`src/rtl/addsub_arbiter_pkg.sv`:
```
`default_nettype none
// ============================================================================
// Module  : addsub_arbiter_pkg
// Brief   : Shared sizes, FSM state encoding and response record for the
//           round-robin add/subtract arbiter.
// Revision: 1.0 - initial release
// ============================================================================
package addsub_arbiter_pkg;

  localparam int NUM_REQ = 4;              // number of requesters
  localparam int DW      = 8;              // operand / result width
  localparam int IDW     = $clog2(NUM_REQ); // requester index width

  // Legacy-compatible state encodings, reused as the enum values below.
  localparam logic [0:0] C_ST_EMPTY = 1'b0;
  localparam logic [0:0] C_ST_FULL  = 1'b1;

  typedef enum logic [0:0] {
    EMPTY = C_ST_EMPTY,  // no response held
    FULL  = C_ST_FULL    // response register valid
  } state_e;

  typedef struct packed {
    logic [IDW-1:0] id;
    logic [DW-1:0]  result;
    logic           carry;
    logic           ovf;
  } rsp_t;

endpackage : addsub_arbiter_pkg
`default_nettype wire

```
`src/rtl/addsub_arbiter_if.sv`:
```
`default_nettype none
// ============================================================================
// Module  : addsub_arbiter_if
// Brief   : Request/response bundle between requesters, arbiter and consumer.
//           slave = arbiter side, master = requester/consumer side.
// Revision: 1.0 - initial release
// ============================================================================
interface addsub_arbiter_if
  import addsub_arbiter_pkg::*;
();

  logic [NUM_REQ-1:0]    req_valid_i;
  logic [NUM_REQ*DW-1:0] req_a_i;
  logic [NUM_REQ*DW-1:0] req_b_i;
  logic [NUM_REQ-1:0]    req_op_i;
  logic [NUM_REQ-1:0]    req_ready_o;
  logic                  rsp_valid_o;
  logic                  rsp_ready_i;
  logic [IDW-1:0]        rsp_id_o;
  logic [DW-1:0]         rsp_result_o;
  logic                  rsp_carry_o;
  logic                  rsp_ovf_o;

  modport slave (
    input  req_valid_i, req_a_i, req_b_i, req_op_i, rsp_ready_i,
    output req_ready_o, rsp_valid_o, rsp_id_o, rsp_result_o,
           rsp_carry_o, rsp_ovf_o
  );

  modport master (
    output req_valid_i, req_a_i, req_b_i, req_op_i, rsp_ready_i,
    input  req_ready_o, rsp_valid_o, rsp_id_o, rsp_result_o,
           rsp_carry_o, rsp_ovf_o
  );

endinterface : addsub_arbiter_if
`default_nettype wire

```
`src/rtl/addsub_arbiter_add_subtract.sv`:
```
`default_nettype none
// ============================================================================
// Module  : add_subtract
// Brief   : Combinational 8-bit adder/subtractor. Subtract is A + ~B + 1, so
//           carry-out means "no borrow". Overflow is the carry into the sign
//           bit XOR the carry out of it.
// Revision: 1.0 - initial release
// ============================================================================
module add_subtract
  import addsub_arbiter_pkg::*;
(
  input  logic [DW-1:0] a_i,
  input  logic [DW-1:0] b_i,
  input  logic          add_sub,   // 0 = add, 1 = subtract
  output logic [DW-1:0] result_o,
  output logic          o_carry,
  output logic          o_ovf
);

  logic [DW-1:0] b_eff;
  logic [DW:0]   sum_full;   // full-width sum, MSB is carry-out
  logic [DW-1:0] sum_low;    // sum of the bits below the sign bit, MSB is carry into sign

  // Invert B and inject the +1 through the carry-in when subtracting.
  always_comb begin
    b_eff    = b_i ^ {DW{add_sub}};
    sum_full = {1'b0, a_i} + {1'b0, b_eff} + {{DW{1'b0}}, add_sub};
    sum_low  = {1'b0, a_i[DW-2:0]} + {1'b0, b_eff[DW-2:0]} + {{(DW-1){1'b0}}, add_sub};
    result_o = sum_full[DW-1:0];
    o_carry  = sum_full[DW];
    o_ovf    = sum_low[DW-1] ^ sum_full[DW];
  end

endmodule : add_subtract
`default_nettype wire

```
`src/rtl/addsub_arbiter.sv`:
```
`default_nettype none
// ============================================================================
// Module  : addsub_arbiter
// Brief   : Round-robin arbiter in front of a single shared add/subtract
//           unit with a one-entry response register. Grants are combinational,
//           results appear one cycle after the transfer, and a simultaneous
//           drain + grant sustains one operation per cycle.
// Revision: 1.0 - initial release
// ============================================================================
module addsub_arbiter
  import addsub_arbiter_pkg::*;
(
  input  logic             clk_i,
  input  logic             rst_ni,
  addsub_arbiter_if.slave  bus
);

  // Round-robin pick: first valid requester at or after ptr, wrapping.
  // Returns {found, index}. Scanning from the farthest offset down lets the
  // nearest valid requester overwrite the result last.
  function automatic logic [IDW:0] rr_pick(input logic [NUM_REQ-1:0] valid,
                                           input logic [IDW-1:0]     ptr);
    logic [IDW:0]   pick;
    logic [IDW-1:0] idx;
    logic [IDW-1:0] off;
    pick = '0;
    for (int i = NUM_REQ - 1; i >= 0; i--) begin
      off = i[IDW-1:0];
      idx = ptr + off;
      if (valid[idx]) pick = {1'b1, idx};
    end
    return pick;
  endfunction

  state_e             state_q, state_d;
  logic [IDW-1:0]     ptr_q, ptr_d;
  rsp_t               rsp_q, rsp_d;

  logic [IDW:0]       pick;
  logic [IDW-1:0]     win_id;
  logic               rsp_valid;
  logic               accept;
  logic               grant;
  logic [NUM_REQ-1:0] req_ready;

  logic [DW-1:0]      add_a;
  logic [DW-1:0]      add_b;
  logic               add_op;
  logic [DW-1:0]      add_res;
  logic               add_carry;
  logic               add_ovf;

  // Arbitration: grant only depends on valids, pointer and response state.
  // Reset gates the grant so nothing is offered while rst_ni is low.
  always_comb begin
    rsp_valid = (state_q == FULL);
    accept    = (state_q == EMPTY) | (bus.rsp_ready_i & rsp_valid);
    pick      = rr_pick(bus.req_valid_i, ptr_q);
    win_id    = pick[IDW-1:0];
    grant     = rst_ni & accept & pick[IDW];
    req_ready = grant ? (NUM_REQ'(1) << win_id) : '0;
  end

  // Steer the winner's operands into the shared adder.
  always_comb begin
    add_a  = bus.req_a_i[win_id*DW +: DW];
    add_b  = bus.req_b_i[win_id*DW +: DW];
    add_op = bus.req_op_i[win_id];
  end

  add_subtract u_add_subtract (
    .a_i      (add_a),
    .b_i      (add_b),
    .add_sub  (add_op),
    .result_o (add_res),
    .o_carry  (add_carry),
    .o_ovf    (add_ovf)
  );

  // Next state: a transfer (re)fills the response register and advances the
  // pointer past the winner; a drain without transfer empties it.
  always_comb begin
    state_d = state_q;
    ptr_d   = ptr_q;
    rsp_d   = rsp_q;
    if (grant) begin
      state_d      = FULL;
      ptr_d        = win_id + 1'b1;
      rsp_d.id     = win_id;
      rsp_d.result = add_res;
      rsp_d.carry  = add_carry;
      rsp_d.ovf    = add_ovf;
    end else if (rsp_valid && bus.rsp_ready_i) begin
      state_d = EMPTY;
    end
  end

  // State, pointer and response registers with asynchronous clear.
  always_ff @(posedge clk_i or negedge rst_ni) begin
    if (!rst_ni) begin
      state_q <= EMPTY;
      ptr_q   <= '0;
      rsp_q   <= '0;
    end else begin
      state_q <= state_d;
      ptr_q   <= ptr_d;
      rsp_q   <= rsp_d;
    end
  end

  assign bus.req_ready_o  = req_ready;
  assign bus.rsp_valid_o  = rsp_valid;
  assign bus.rsp_id_o     = rsp_q.id;
  assign bus.rsp_result_o = rsp_q.result;
  assign bus.rsp_carry_o  = rsp_q.carry;
  assign bus.rsp_ovf_o    = rsp_q.ovf;

endmodule : addsub_arbiter
`default_nettype wire

```
`src/flat_wrapper.sv`:
```
// flat-port wrapper written by rule: the top's interface ports become plain ports
module addsub_arbiter_flat import addsub_arbiter_pkg::*;
  (clk_i, rst_ni, bus_req_valid_i, bus_req_a_i, bus_req_b_i, bus_req_op_i, bus_rsp_ready_i, bus_req_ready_o, bus_rsp_valid_o, bus_rsp_id_o, bus_rsp_result_o, bus_rsp_carry_o, bus_rsp_ovf_o);
  addsub_arbiter_if bus_i ();
  input  logic clk_i;
  input  logic rst_ni;
  input wire logic [$bits(bus_i.req_valid_i)-1:0] bus_req_valid_i;
  input wire logic [$bits(bus_i.req_a_i)-1:0] bus_req_a_i;
  input wire logic [$bits(bus_i.req_b_i)-1:0] bus_req_b_i;
  input wire logic [$bits(bus_i.req_op_i)-1:0] bus_req_op_i;
  input wire logic [$bits(bus_i.rsp_ready_i)-1:0] bus_rsp_ready_i;
  output wire logic [$bits(bus_i.req_ready_o)-1:0] bus_req_ready_o;
  output wire logic [$bits(bus_i.rsp_valid_o)-1:0] bus_rsp_valid_o;
  output wire logic [$bits(bus_i.rsp_id_o)-1:0] bus_rsp_id_o;
  output wire logic [$bits(bus_i.rsp_result_o)-1:0] bus_rsp_result_o;
  output wire logic [$bits(bus_i.rsp_carry_o)-1:0] bus_rsp_carry_o;
  output wire logic [$bits(bus_i.rsp_ovf_o)-1:0] bus_rsp_ovf_o;
  assign bus_i.req_valid_i = bus_req_valid_i;
  assign bus_i.req_a_i = bus_req_a_i;
  assign bus_i.req_b_i = bus_req_b_i;
  assign bus_i.req_op_i = bus_req_op_i;
  assign bus_i.rsp_ready_i = bus_rsp_ready_i;
  assign bus_req_ready_o = bus_i.req_ready_o;
  assign bus_rsp_valid_o = bus_i.rsp_valid_o;
  assign bus_rsp_id_o = bus_i.rsp_id_o;
  assign bus_rsp_result_o = bus_i.rsp_result_o;
  assign bus_rsp_carry_o = bus_i.rsp_carry_o;
  assign bus_rsp_ovf_o = bus_i.rsp_ovf_o;
  addsub_arbiter u_core (.clk_i(clk_i), .rst_ni(rst_ni), .bus(bus_i));
endmodule
```
`config.mk`:
```
export PLATFORM = sky130hd
export DESIGN_NAME = addsub_arbiter_flat
export DESIGN_NICKNAME = d
export VERILOG_FILES = /design/src/rtl/addsub_arbiter_pkg.sv /design/src/rtl/addsub_arbiter_if.sv /design/src/rtl/addsub_arbiter_add_subtract.sv /design/src/rtl/addsub_arbiter.sv /design/src/flat_wrapper.sv
export SDC_FILE = /design/constraint.sdc
export NUM_CORES = 1
export LEC_CHECK = 0
export BUFFER_PORTS_ARGS = -buffer_cell sky130_fd_sc_hd__buf_2
export CORE_UTILIZATION = 48
export DETAILED_ROUTE_END_ITERATION = 10
export HOLD_SLACK_MARGIN = 0.15
export PLACE_DENSITY = 0.94
export SETUP_SLACK_MARGIN = 0.5
export SLEW_MARGIN = 20
export SYNTH_ARGS = -nofsm -noshare
export SYNTH_HDL_FRONTEND = slang
export SYNTH_SLANG_ARGS = --single-unit
```
`constraint.sdc`:
```
create_clock -name clk_i -period 8.7 [get_ports clk_i]
set_clock_uncertainty 0.05 [all_clocks]
set_input_delay 0.87 -clock clk_i [delete_from_list [all_inputs] [get_ports clk_i]]
set_output_delay 0.87 -clock clk_i [all_outputs]
set_load 0.02 [all_outputs]
```
==> summary.md <==
| Metric | Value |
|---|---|
| Tightest Pin Transition | `763 ps` |
| Final min period | `4630 ps` |
| Ys flop type | `dfrtp_1` |
| Tightest Hold Check Type | `input pin to asynchronous set/reset pin` |
| Clock Sinks | `15` |
| Core Area | `3150 um2` |
| Die extent in y | `60.4 um` |
| Clock power share | `0.058` |
| CTS tree | `built` |
| Clk buf depth | `2` |
| Internal power | `0.340 mW` |
| RSZ-0062 raised after global routing | `false` |
| Chip width | `60.4 um` |
| Post-synthesis cell area | `1640 um2` |
| Synth Register Bits | `15` |
| Period Utilization, post-route | `0.532` |
| Skew-Pair Late Insertion Delay | `280 ps` |
| Drc violations | `0` |
| CTS H-tree depth | `1` |
| Total negative slack | `0 ps` |
| Initial DRC count | `118` |
| Crit-path max FO | `22` |
| Final Hold Fails | `0` |
| Final setup violating endpoints | `0` |
| Largest net degree at the start of global routing | `37` |
| Share of layout cells above drive strength 1 | `0.335` |
| Fmax | `216 MHz` |
| IO Pins | `92` |
| Post_cts resized | `0` |
| Psw | `0.348 mW` |
| Peak supply drop | `188 uV` |
| Max Slew Vio Count | `0` |
| # hold bufs at CTS | `0` |
| Layout area overhead | `31.2%` |
| Post-synth EDFFs | `0` |
| Sequential power share | `0.171` |
| Crit path required time | `8820 ps` |
| Syn Area/Cell | `7.18 um2` |
| Setup WS pre-CTS | `3780 ps` |
| Clock root cell | `clkbuf_4` |
| Cell Rows | `20` |
| Via count of the first global-routing pass | `1768` |
| Detailed placement HPWL | `3390 um` |
| First-pass GRT wire length | `7150 um` |
| Crit Path Category | `input pin to flop` |
| Outcome | `finished, final reports clean` |
| Synth warn | `0` |
| LEAKAGE | `1.17 nW` |
| Synth Net Count | `315` |
| Setup WS post-layout | `4070 ps` |
| GR Util All Layers | `0.253` |
| Arrival time worst endpoint | `4740 ps` |
| Post-synthesis cell count | `228` |
| Via count | `1859` |
| Post-DRT Antenna Nets | `0` |
| Hold WS | `427 ps` |
| Drt wl/cell | `11.9 um` |
| Crit start category | `input pin` |
| Sequential area share after synthesis | `0.229` |
| Die area | `3650 um2` |
| Ys async rst share | `1.00` |
| Reg clk slew, reported paths | `90 ps` |
| Post-CTS Setup Inserts | `0` |
| Switching Share | `0.506` |
| Port-buffer cells | `91` |
| CTS Buf Count | `3` |
| Commonest non-fill, non-tap cells in the layout | `buf_2 (91), nand2_1 (72), dfrtp_1 (15)` |
| RD Place Congestion | `0.868` |
| Final nets | `401` |
| Detailed Route WL | `4260 um` |
| Gate power share | `0.771` |
| Most common cell after layout, fill and taps aside | `buf_2` |
| Initial antenna violation count | `0` |
| Post-DR vias/cell | `5.21` |
| Layout fillers | `265` |
| Slew margin rel. | `0.492` |
| Grt ovf | `0` |
| Cell variety after synth | `37` |
| Power Density | `320 nW/um2` |
| Ant diodes | `0` |
| Max-Cap Viols | `0` |
| DRT Pass-1 Iters | `4` |
| Initial Util | `0.519` |
| Crit end category | `flop` |
## metal layers
metal,track usage,wire (um)
met1,0.297,1880
met2,0.479,2110
met3,0.0235,210
met4,0.0877,54
met5,0,0
## cell families (layout without fill, tap and decap cells)
kind of cell	count (synthesis)	count (layout)	share of synthesized area
simple gates	113	113	0.322
compound gates	42	42	0.151
mux	13	13	0.0901
flops	15	15	0.229
buf+inv	22	107	0.0519
fa+ha+maj	12	12	0.0963
xor+xnor	11	11	0.0588
## cell usage after synthesis, types with 2 or more instances
cell | instances | area share
nor2b_1 | 2 | 0.0076
ha_1 | 11 | 0.084
buf_2 | 2 | 0.0061
inv_1 | 9 | 0.021
mux2_2 | 4 | 0.027
nand3_1 | 3 | 0.0092
mux2i_1 | 8 | 0.049
a31oi_1 | 12 | 0.046
dfrtp_1 | 15 | 0.23
xnor2_1 | 8 | 0.043
nor3b_1 | 2 | 0.0092
nand2b_1 | 2 | 0.0076
a21oi_1 | 8 | 0.024
clkbuf_1 | 9 | 0.021
o21ai_1 | 2 | 0.0061
and2_1 | 7 | 0.027
and3_1 | 14 | 0.053
xor2_1 | 3 | 0.016
o21ai_0 | 12 | 0.037
a211oi_1 | 2 | 0.0092
nand2_1 | 72 | 0.17
nor2_1 | 5 | 0.011
o31ai_1 | 2 | 0.0092
## cell type report
cell class,count,area (um2),share of cell area
Multi-Input combinational cell,191,1180,0.551
Timing Repair Buffer,93,470,0.219
Sequential cell,15,375,0.175
Tap cell,44,55.1,0.0256
Inverter,10,37.5,0.0175
Clock buffer,4,26.3,0.0122
## critical path: stages
cell	delay [ps]
buf_2	110
nand2_1	70
nand3b_1	110
a2bb2oi_2	50
buf_4	210
inv_1	390
mux2_2	510
xor2_1	230
inv_1	100
fa_1	460
nor2b_1	110
o21ai_0	90
a21boi_0	260
o21ai_0	140
a21oi_1	190
o21ai_0	120
and3_1	200
nor3b_1	140
or3b_1	360
## power groups by stage
stage / sequential [mW] / combinational [mW] / clock, mW
after global placement: 0.118 / 0.511 / 0
after global routing: 0.121 / 0.594 / 0.0419
final: 0.117 / 0.530 / 0.0401
after detailed placement: 0.119 / 0.527 / 0
after floorplan: 0.150 / 0.366 / 0
after CTS: 0.118 / 0.529 / 0.0403
## state kept, by name, indices dropped and copies added (netlist names)
name / cells
u_core.bus.rsp_carry_o: 1
u_core.bus.rsp_id_o: 2
u_core.bus.rsp_ovf_o: 1
u_core.bus.rsp_result_o: 8
u_core.bus.rsp_valid_o: 1
u_core.ptr_q: 2
## through the flow
| stage | utilization | power (mW) | std cells | instance area [um2] |
|---|---|---|---|---|
| global route | 0.681 | 0.757 | 357 | 2150 |
| finish | 0.681 | 0.687 | 357 | 2150 |
| CTS | 0.681 | 0.687 | 357 | 2150 |
| detailed placement | 0.673 | 0.646 | 353 | 2120 |
| global placement | 0.673 | 0.629 | 353 | 2120 |
| floorplan | - | 0.516 | 228 | 1640 |
## path summary, 6_finish.rpt
check	startpoint	slack (ps)	end	cells past startpoint
setup / recovery	bus_req_valid_i[0]	4070	u_core.bus.rsp_ovf_o	19
hold / removal	rst_ni	430	u_core.bus.rsp_valid_o	1
setup reg to reg	u_core.ptr_q[0]	4270	u_core.bus.rsp_ovf_o	18
hold reg to reg	u_core.bus.rsp_id_o[0]	430	u_core.bus.rsp_id_o[0]	2
max in group asynchronous	rst_ni	7920	u_core.bus.rsp_result_o[7]	1
min in group clk_i	u_core.bus.rsp_id_o[0]	430	u_core.bus.rsp_id_o[0]	2
(Power assumes the default switching activity.)
